==> src/rtl/cond_eval_pipe_pkg.sv <==
// Shared definitions for the condition-evaluation pipeline: condition codes,
// NZCV flag bit positions and the output-stage state type.
package cond_eval_pipe_pkg;

  localparam int COND_LEN_DEF = 4;

  localparam int FLAG_N = 3;
  localparam int FLAG_Z = 2;
  localparam int FLAG_C = 1;
  localparam int FLAG_V = 0;

  typedef enum logic [3:0] {
    COND_EQ = 4'h0, COND_NE = 4'h1, COND_CS = 4'h2, COND_CC = 4'h3,
    COND_MI = 4'h4, COND_PL = 4'h5, COND_VS = 4'h6, COND_VC = 4'h7,
    COND_HI = 4'h8, COND_LS = 4'h9, COND_GE = 4'hA, COND_LT = 4'hB,
    COND_GT = 4'hC, COND_LE = 4'hD, COND_AL = 4'hE, COND_NV = 4'hF
  } cond_t;

  typedef enum logic {
    ST_EMPTY = 1'b0,
    ST_FULL  = 1'b1
  } out_state_t;

endpackage

==> src/rtl/cond_eval_pipe_cond_decode.sv <==
// Purely combinational ARM condition-code decode against an NZCV flag nibble.
module cond_decode
  import cond_eval_pipe_pkg::*;
#(
  parameter int COND_LEN = COND_LEN_DEF
) (
  input  logic [COND_LEN-1:0] cond,
  input  logic [3:0]          flags,
  output logic                pass
);

  logic n, z, c, v;
  cond_t code;

  assign n    = flags[FLAG_N];
  assign z    = flags[FLAG_Z];
  assign c    = flags[FLAG_C];
  assign v    = flags[FLAG_V];
  assign code = cond_t'(cond[3:0]);

  always_comb begin
    pass = 1'b0;
    unique case (code)
      COND_EQ: pass = z;
      COND_NE: pass = !z;
      COND_CS: pass = c;
      COND_CC: pass = !c;
      COND_MI: pass = n;
      COND_PL: pass = !n;
      COND_VS: pass = v;
      COND_VC: pass = !v;
      COND_HI: pass = c & !z;
      COND_LS: pass = !c | z;
      COND_GE: pass = (n == v);
      COND_LT: pass = (n != v);
      COND_GT: pass = !z & (n == v);
      COND_LE: pass = z | (n != v);
      COND_AL: pass = 1'b1;
      COND_NV: pass = 1'b0;
      default: pass = 1'b0;
    endcase
  end

endmodule

==> src/rtl/cond_eval_pipe.sv <==
// Banked NZCV status registers feeding a one-entry condition-evaluation
// output stage with valid/ready handshake, flush and saturating statistics.
module cond_eval_pipe
  import cond_eval_pipe_pkg::*;
#(
  parameter  int NUM_BANKS = 2,
  parameter  int CNT_W     = 16,
  parameter  int COND_LEN  = COND_LEN_DEF,
  localparam int BANK_W    = (NUM_BANKS > 1) ? $clog2(NUM_BANKS) : 1
) (
  input  logic                clk,
  input  logic                rst,
  input  logic                flag_wr_en,
  input  logic [BANK_W-1:0]   flag_wr_bank,
  input  logic [3:0]          flag_wr_data,
  input  logic                in_valid,
  output logic                in_ready,
  input  logic [COND_LEN-1:0] in_cond,
  input  logic [BANK_W-1:0]   in_bank,
  input  logic                flush,
  output logic                out_valid,
  input  logic                out_ready,
  output logic                out_pass,
  output logic [3:0]          out_flags,
  output logic [CNT_W-1:0]    pass_cnt,
  output logic [CNT_W-1:0]    fail_cnt
);

  logic [3:0]       bank_q [NUM_BANKS];
  out_state_t       state_q, state_d;
  logic             pass_q, pass_d;
  logic [3:0]       flags_q, flags_d;
  logic [CNT_W-1:0] pass_cnt_q, pass_cnt_d;
  logic [CNT_W-1:0] fail_cnt_q, fail_cnt_d;

  logic       bank_ok;
  logic [3:0] stored_flags;
  logic [3:0] eval_flags;
  logic       dec_pass;
  logic       accept;
  logic       deliver;

  // Bank lookup by loop avoids out-of-range indexing when NUM_BANKS is not a power of two.
  always_comb begin
    bank_ok      = 1'b0;
    stored_flags = 4'b0000;
    for (int b = 0; b < NUM_BANKS; b++) begin
      if (in_bank == BANK_W'(b)) begin
        bank_ok      = 1'b1;
        stored_flags = bank_q[b];
      end
    end
    if (!bank_ok)
      eval_flags = 4'b0000;
    else if (flag_wr_en && (flag_wr_bank == in_bank))
      eval_flags = flag_wr_data;
    else
      eval_flags = stored_flags;
  end

  cond_decode #(.COND_LEN(COND_LEN)) u_cond_decode (
    .cond  (in_cond),
    .flags (eval_flags),
    .pass  (dec_pass)
  );

  assign in_ready = !flush && ((state_q == ST_EMPTY) || out_ready);
  assign accept   = in_valid && in_ready;
  // A flushed result is discarded, so it never reaches the statistics.
  assign deliver  = (state_q == ST_FULL) && out_ready && !flush;

  always_comb begin
    state_d    = state_q;
    pass_d     = pass_q;
    flags_d    = flags_q;
    pass_cnt_d = pass_cnt_q;
    fail_cnt_d = fail_cnt_q;
    if (flush)
      state_d = ST_EMPTY;
    else if (accept)
      state_d = ST_FULL;
    else if (deliver)
      state_d = ST_EMPTY;
    if (accept) begin
      pass_d  = dec_pass & bank_ok;
      flags_d = eval_flags;
    end
    if (deliver) begin
      if (pass_q && (pass_cnt_q != {CNT_W{1'b1}}))
        pass_cnt_d = pass_cnt_q + CNT_W'(1);
      if (!pass_q && (fail_cnt_q != {CNT_W{1'b1}}))
        fail_cnt_d = fail_cnt_q + CNT_W'(1);
    end
  end

  always_ff @(posedge clk or posedge rst) begin
    if (rst) begin
      state_q    <= ST_EMPTY;
      pass_q     <= 1'b0;
      flags_q    <= 4'b0000;
      pass_cnt_q <= '0;
      fail_cnt_q <= '0;
      for (int b = 0; b < NUM_BANKS; b++) bank_q[b] <= 4'b0000;
    end else begin
      state_q    <= state_d;
      pass_q     <= pass_d;
      flags_q    <= flags_d;
      pass_cnt_q <= pass_cnt_d;
      fail_cnt_q <= fail_cnt_d;
      for (int b = 0; b < NUM_BANKS; b++) begin
        if (flag_wr_en && (flag_wr_bank == BANK_W'(b))) bank_q[b] <= flag_wr_data;
      end
    end
  end

  assign out_valid = (state_q == ST_FULL);
  assign out_pass  = pass_q;
  assign out_flags = flags_q;
  assign pass_cnt  = pass_cnt_q;
  assign fail_cnt  = fail_cnt_q;

endmodule

==> config.mk <==
export PLATFORM = sky130hd
export DESIGN_NAME = cond_eval_pipe
export DESIGN_NICKNAME = d
export VERILOG_FILES = /design/src/rtl/cond_eval_pipe_pkg.sv /design/src/rtl/cond_eval_pipe_cond_decode.sv /design/src/rtl/cond_eval_pipe.sv
export SDC_FILE = /design/constraint.sdc
export NUM_CORES = 1
export LEC_CHECK = 0
export ABC_AREA = 0
export BUFFER_PORTS_ARGS = -buffer_cell sky130_fd_sc_hd__buf_2
export CORE_ASPECT_RATIO = 1.75
export CORE_MARGIN = 1
export CORE_UTILIZATION = 50
export DETAILED_ROUTE_END_ITERATION = 8
export GPL_TIMING_DRIVEN = 0
export PLACE_DENSITY = 0.75
export SLEW_MARGIN = 20
export SYNTH_ARGS = -nofsm -noshare
export SYNTH_HDL_FRONTEND = slang
export SYNTH_SLANG_ARGS = --single-unit
==> constraint.sdc <==
create_clock -name clk -period 3.4 [get_ports clk]
set_input_delay 0.68 -clock clk [delete_from_list [all_inputs] [get_ports clk]]
set_output_delay 0.68 -clock clk [all_outputs]
set_load 0.02 [all_outputs]
==> results_dict.tcl, run 1 <==
set metrics [dict create \
    swShare_pct 31.6 \
    yosys.area.top_type "dfrtp_1" \
    post_cts_buffers 0 \
    skew_ps 4.10 \
    ys_seq_elements 46 \
    netlist_instances 209 \
    max_freq_ghz 0.425 \
    internal_power_w 0.000876 \
    hp-class "in -> async" \
    switching_power_w 0.000405 \
    crit_fanout 7 \
    seqPwrFrac_pct 52.4 \
    via_count 1808 \
    post-route-min-period_ps 2350 \
    h-tree-depth 2 \
    grtUsageTotal_pct 21.5 \
    root_buffer "clkbuf_8" \
    finalSetupViolations 0 \
    start_util_pct 52.5 \
    cts_max_path_buffers 2 \
    yosys_warnings 0 \
    area_growth_pct 18.5 \
    final_max_slew_viol_count 0 \
    p_leak_nw 1.38 \
    path_class "in -> reg" \
    worstPathRequired_ps 3620 \
    grt_pass1_wl_um 7590 \
    async_flop_share_pct 100 \
    status "complete, no violations" \
    antenna_found_initial 0 \
    drtIter0Drc 40 \
    critPathLaunchType "primary input" \
    core_sq_um 4440 \
    wirelength_um 4720 \
    synth_nets 227 \
    cts_tree "built" \
    fin_area_sq_um 2760 \
    maxCapViolations 0 \
    synth_common_cells "dfrtp_1 (46), nand2_1 (26), xnor2_1 (21), nor2_1 (14), o21ai_0 (10)" \
    drive_above_1_share_pct 30.5 \
    hold_violations 0 \
    peakVddDrop_mv 0.288 \
    combPwrFrac_pct 23.2 \
    total_power_w 0.00128 \
    grt_pass1_vias 1706 \
    power_density_nw_per_um2 464 \
    gp_congestion 0.747 \
    port_buffers 52 \
    nNetsFinal 287 \
    fin_setup_tns_ps 0 \
    first_pass_iters 5 \
    dp_hpwl_um 3520 \
    synth_flop_cell "dfrtp_1" \
    cts_buffers 5 \
    vias_per_cell 5.65 \
    fp.dieArea_sq_um 4950 \
    postPlaceCellArea_sq_um 2680 \
    synth_top_area_share_pct 49.4 \
    clk_latency_ps 300 \
    ant_nets 0 \
    ys_seq_area_share_pct 49.4 \
    num_antenna_cells 0 \
    avgRoutedWirePerCell_um 14.8 \
    clkSlewWorstSetupHoldPaths_ps 80 \
    synth_area_sq_um 2330 \
    ctsHoldBuffers 0 \
    synth-edff-count 0 \
    rsz0062_at_grt "no" \
    synth_area_leaders "dfrtp_1 (49%), xnor2_1 (7.9%), mux2_2 (4.3%), nand2_1 (4.2%), xor2_1 (3.4%)" \
    worstPathArrival_ps 2570 \
    grt_max_degree 25 \
    ios 55 \
    fin_crit_sh_pct 69.1 \
    syn_area_per_cell_sq_um 11.2 \
    die_y_um 92.3 \
    max_slew.worst_pin.slew_ps 810 \
    yosysMostFrequentCell "dfrtp_1" \
    fp.dieW_um 53.6 \
    drc_errors 0 \
    grt.overflow.total 0 \
    postCtsResizedCells 0 \
    finish.utilization_pct 62.2 \
    row_count 32 \
    cts.sinks 46 \
    synthDistinctLibCells 43 \
    power_frac_clock_pct 24.3 \
    cp-end-kind "flop" \
    slew_headroom_pct 45.7 \
]
==> power groups by stage <==
stage | Combinational [W] | Clock (W) | Sequential (W)
2_1_floorplan | 0.000144 | 0 | 0.000727
3_3_place_gp | 0.000288 | 0 | 0.000676
3_5_place_dp | 0.000300 | 0 | 0.000681
4_1_cts | 0.000301 | 0.000323 | 0.000672
5_1_grt | 0.000326 | 0.000340 | 0.000683
6_report | 0.000297 | 0.000312 | 0.000671
==> sequential cells by signal, indices dropped and copies added, names as in the netlist <==
register / count
out_valid: 1
pass_cnt: 16
fail_cnt: 16
out_flags: 4
bank_q: 8
out_pass: 1
==> final cells by class <==
cell class / count / area (sq um)
Buffer: 3 / 26.3
Inverter: 6 / 22.5
Timing Repair Buffer: 53 / 288
Multi-Input combinational cell: 154 / 1130
Clock buffer: 5 / 68.8
Clock inverter: 2 / 10.0
Fill cell: 395 / 1680
Tap cell: 51 / 63.8
Sequential cell: 46 / 1150
==> cell families after synthesis <==
| family | after synthesis | share of synthesized area, % |
|---|---|---|
| mux | 14 | 7.46 |
| flops | 46 | 49.4 |
| xor+xnor | 31 | 12.2 |
| compound gates | 28 | 9.39 |
| buf+inv | 9 | 2.09 |
| fa+ha+maj | 2 | 1.07 |
| simple gates | 79 | 18.4 |
==> stage by stage <==
step                hold slack, ps  std cells  setup WS, ps
floorplan                      474        209          1020
global placement               466        312           766
detailed placement             468        313           751
CTS                            434        320          1060
global route                   466        320           950
finish                         427        320          1050
==> final timing paths <==
path                                         start                        to  slack, ps  depth (start not counted)
hold reg to reg            fail_cnt[9]$_DFFE_PP0P_   fail_cnt[9]$_DFFE_PP0P_        480                          1
setup reg to reg           pass_cnt[5]$_DFFE_PP0P_   pass_cnt[7]$_DFFE_PP0P_       1200                          7
hold / removal                                 rst  pass_cnt[11]$_DFFE_PP0P_        430                          2
max in group asynchronous                      rst  fail_cnt[11]$_DFFE_PP0P_       2480                          3
min in group clk           fail_cnt[9]$_DFFE_PP0P_   fail_cnt[9]$_DFFE_PP0P_        480                          1
setup / recovery                      flag_wr_bank      out_pass$_DFFE_PP0P_       1050                          9
==> cell usage in the layout, fill, tap and decap left out, types with 2 or more instances in the layout <==
cell type	synthesis	routed
nand2b_1	2	2
nand4_1	5	5
nand3_1	8	8
mux2i_1	2	2
buf_6	2	2
nor2_1	14	14
a31oi_1	3	3
clkbuf_8	0	5
and4_1	4	4
clkinv_2	0	2
o221ai_1	3	3
and3_1	4	4
mux2_2	9	9
dfrtp_1	46	46
nand3b_1	4	4
xnor2_1	21	21
ha_1	2	2
nand2_1	26	26
o21ai_0	10	10
buf_2	0	52
a22o_1	2	2
inv_1	6	5
nor3b_1	2	2
and2_1	3	3
xor2_1	9	9
mux2_4	2	2
==> critical path: stages <==
cell	delay (ps)
buf_2	140
nand2b_4	140
buf_6	130
o221ai_1	160
a22o_1	290
or3b_1	370
o2111ai_1	120
mux2_2	380
o221ai_2	160
==> metal layers <==
layer  part of all wire (%)  wire length, um  track usage (%)
met2                     53             2500             37.2
met1                     41             1920             23.9
met3                    4.1              194             3.61
met5                      0                0                0
met4                    2.2              104             11.2
Note: power is estimated with default switching activity, not from simulation.
==> run 2, diff against run 1 <==
--- a/config.mk
+++ b/config.mk
@@ -9,7 +9,7 @@
 export BUFFER_PORTS_ARGS = -buffer_cell sky130_fd_sc_hd__buf_2
 export CORE_ASPECT_RATIO = 1.75
 export CORE_MARGIN = 1
-export CORE_UTILIZATION = 50
+export CORE_UTILIZATION = 48
 export DETAILED_ROUTE_END_ITERATION = 8
 export GPL_TIMING_DRIVEN = 0
 export PLACE_DENSITY = 0.75
==> constraint.sdc (replaced) <==
create_clock -name clk -period 2.1 [get_ports clk]
set_input_delay 0.42 -clock clk [delete_from_list [all_inputs] [get_ports clk]]
set_output_delay 0.42 -clock clk [all_outputs]
set_load 0.02 [all_outputs]
==> run 2 against run 1 <==
Effect of this change:
- register-to-register slack lost 1100 ps
- combinational power grew 65%
- count of clock-buffer cells in the layout grew 1
- non-clock buffer count grew 1
- clock skew grew 4.9 ps
- critical path type unchanged
- hold slack lost 270 ps
- final area grew 2.9%
- setup slack lost 990 ps
- largest cell class is now multi-input combinational cells
==> results_dict.tcl, run 2 (same netlist as run 1, synthesis figures left out) <==
set metrics [dict create \
    cts_max_path_buffers 2 \
    finish.utilization_pct 60.9 \
    num_antenna_cells 0 \
    grt.overflow.total 0 \
    cts.sinks 46 \
    ios 55 \
    avgRoutedWirePerCell_um 14.5 \
    first_pass_iters 4 \
    clk_latency_ps 290 \
    drive_above_1_share_pct 32.6 \
    crit_buf_inv 2 \
    worstPathRequired_ps 2310 \
    fp.dieArea_sq_um 5150 \
    h-tree-depth 2 \
    area_growth_pct 21.9 \
    hp-class "in -> async" \
    die_y_um 94.2 \
    hold_violations 0 \
    cpMaxStageDelayCell "mux2_2" \
    crit_fanout 7 \
    total_power_w 0.00222 \
    grt_pass1_vias 1617 \
    grt_max_degree 25 \
    finalSetupViolations 0 \
    cp-end-kind "flop" \
    gp_congestion 0.731 \
    p_leak_nw 1.41 \
    crit_chain "buf_2, nand2b_4, buf_6, o221ai_1, a22o_2, or3b_1, o2111ai_1, mux2_2, o221ai_2" \
    core_sq_um 4670 \
    cts_buffers 5 \
    dp_hpwl_um 3600 \
    cp_top_family "compound AO/OA/AOI/OAI gates" \
    critPathLaunchType "primary input" \
    mostFrequentLayoutCells "buf_2 (52), dfrtp_1 (46), nand2_1 (25), xnor2_1 (21), nor2_1 (14)" \
    drc_errors 0 \
    seq_area_sq_um 1150 \
    fp.dieW_um 54.7 \
    power_density_nw_per_um2 781 \
    slowest_delay_ps 370 \
    antenna_found_initial 0 \
    fill_cells 423 \
    status "complete, no violations" \
    via_count 1762 \
    path_class "in -> reg" \
    max_slew.worst_pin.slew_ps 562 \
    row_count 33 \
    nNetsFinal 288 \
    skew_ps 8.97 \
    root_buffer "clkbuf_8" \
    grt_pass1_wl_um 7150 \
    cts_tree "built" \
    wirelength_um 4670 \
    peakVddDrop_mv 0.549 \
    max_freq_ghz 0.491 \
    rsz0062_at_grt "yes" \
    ctsHoldBuffers 0 \
    ant_nets 0 \
    fin_setup_tns_ps 0 \
    multi_input_comb_area_sq_um 1170 \
    drtIter0Drc 11 \
    clkSlewWorstSetupHoldPaths_ps 80 \
    slew_headroom_pct 62.5 \
    post-route-min-period_ps 2040 \
    worstPathArrival_ps 2250 \
    final_max_slew_viol_count 0 \
    vias_per_cell 5.47 \
    r2r_slack_ps 100 \
    grtUsageTotal_pct 19.4 \
    fin_crit_sh_pct 97.0 \
    start_util_pct 50.0 \
    maxCapViolations 0 \
    final_common_cell "buf_2" \
    port_buffers 52 \
]
-- run 2: cell types whose count changed in the layout (fill, tap and decap cells not counted), sizes merged --
cell / previous run / this run
clkbuf: 6 / 7
buf: 55 / 56
bufinv: 0 / 1
clkinv: 2 / 0
-- run 2: layout make-up --
type	instances	area share, %
plain buffers	3	0.968
clock buffers	6	2.90
clock inverters	1	1.06
inverters	6	0.792
multi-input cells	154	41.1
flip-flops and latches	46	40.5
well taps	52	2.29
repair buffers	54	10.4
-- run 2: metrics by stage --
step / area [sq um] / hold WS [ps] / instances / setup WS (ps)
final: 2840 / 156 / 322 / 63.8
after global placement: 2660 / 467 / 313 / -270
after CTS: 2810 / 164 / 321 / 9.94
after detailed placement: 2690 / 470 / 314 / -298
after floorplan: 2330 / 474 / 209 / 8.72
after global routing: 2840 / 182 / 322 / -77.0
-- run 2: per-layer routing --
layer	vias to the layer above	part of all wire [%]	global-route usage (%)
met3	7	2.8	3.40
met2	37	55	35.2
li1	864	-	-
met1	854	41	20.6
met4	0	1.7	7.69
met5	-	0	0
-- run 2: power by group --
| group | switching (W) | leakage (nW) | total (W) | internal (W) |
|---|---|---|---|---|
| sequential | 0.0000997 | 0.603 | 0.00108 | 0.000984 |
| clock | 0.000266 | 0.0573 | 0.000647 | 0.000380 |
| combinational | 0.000275 | 0.747 | 0.000491 | 0.000216 |
-- run 2: final timing paths --
path / startpoint / endpoint / cells after the start
setup / recovery: flag_wr_bank / out_pass$_DFFE_PP0P_ / 9
hold / removal: rst / bank_q[4]$_DFFE_PP0P_ / 2
setup reg to reg: pass_cnt[5]$_DFFE_PP0P_ / pass_cnt[7]$_DFFE_PP0P_ / 7
hold reg to reg: fail_cnt[9]$_DFFE_PP0P_ / fail_cnt[9]$_DFFE_PP0P_ / 1
max in group asynchronous: rst / pass_cnt[15]$_DFFE_PP0P_ / 3
min in group clk: flush / out_valid$_DFFE_PP0P_ / 2
-- run 2: what timing repair did --
| item | in CTS | in global routing |
|---|---|---|
| gates cloned | 0 | 0 |
| hold endpoints to repair | 0 | 0 |
| resized for setup | 3 | 3 |
| buffers inserted | 0 | 1 |
| setup endpoints to repair | 15 | 19 |
| pin swaps | 0 | 1 |
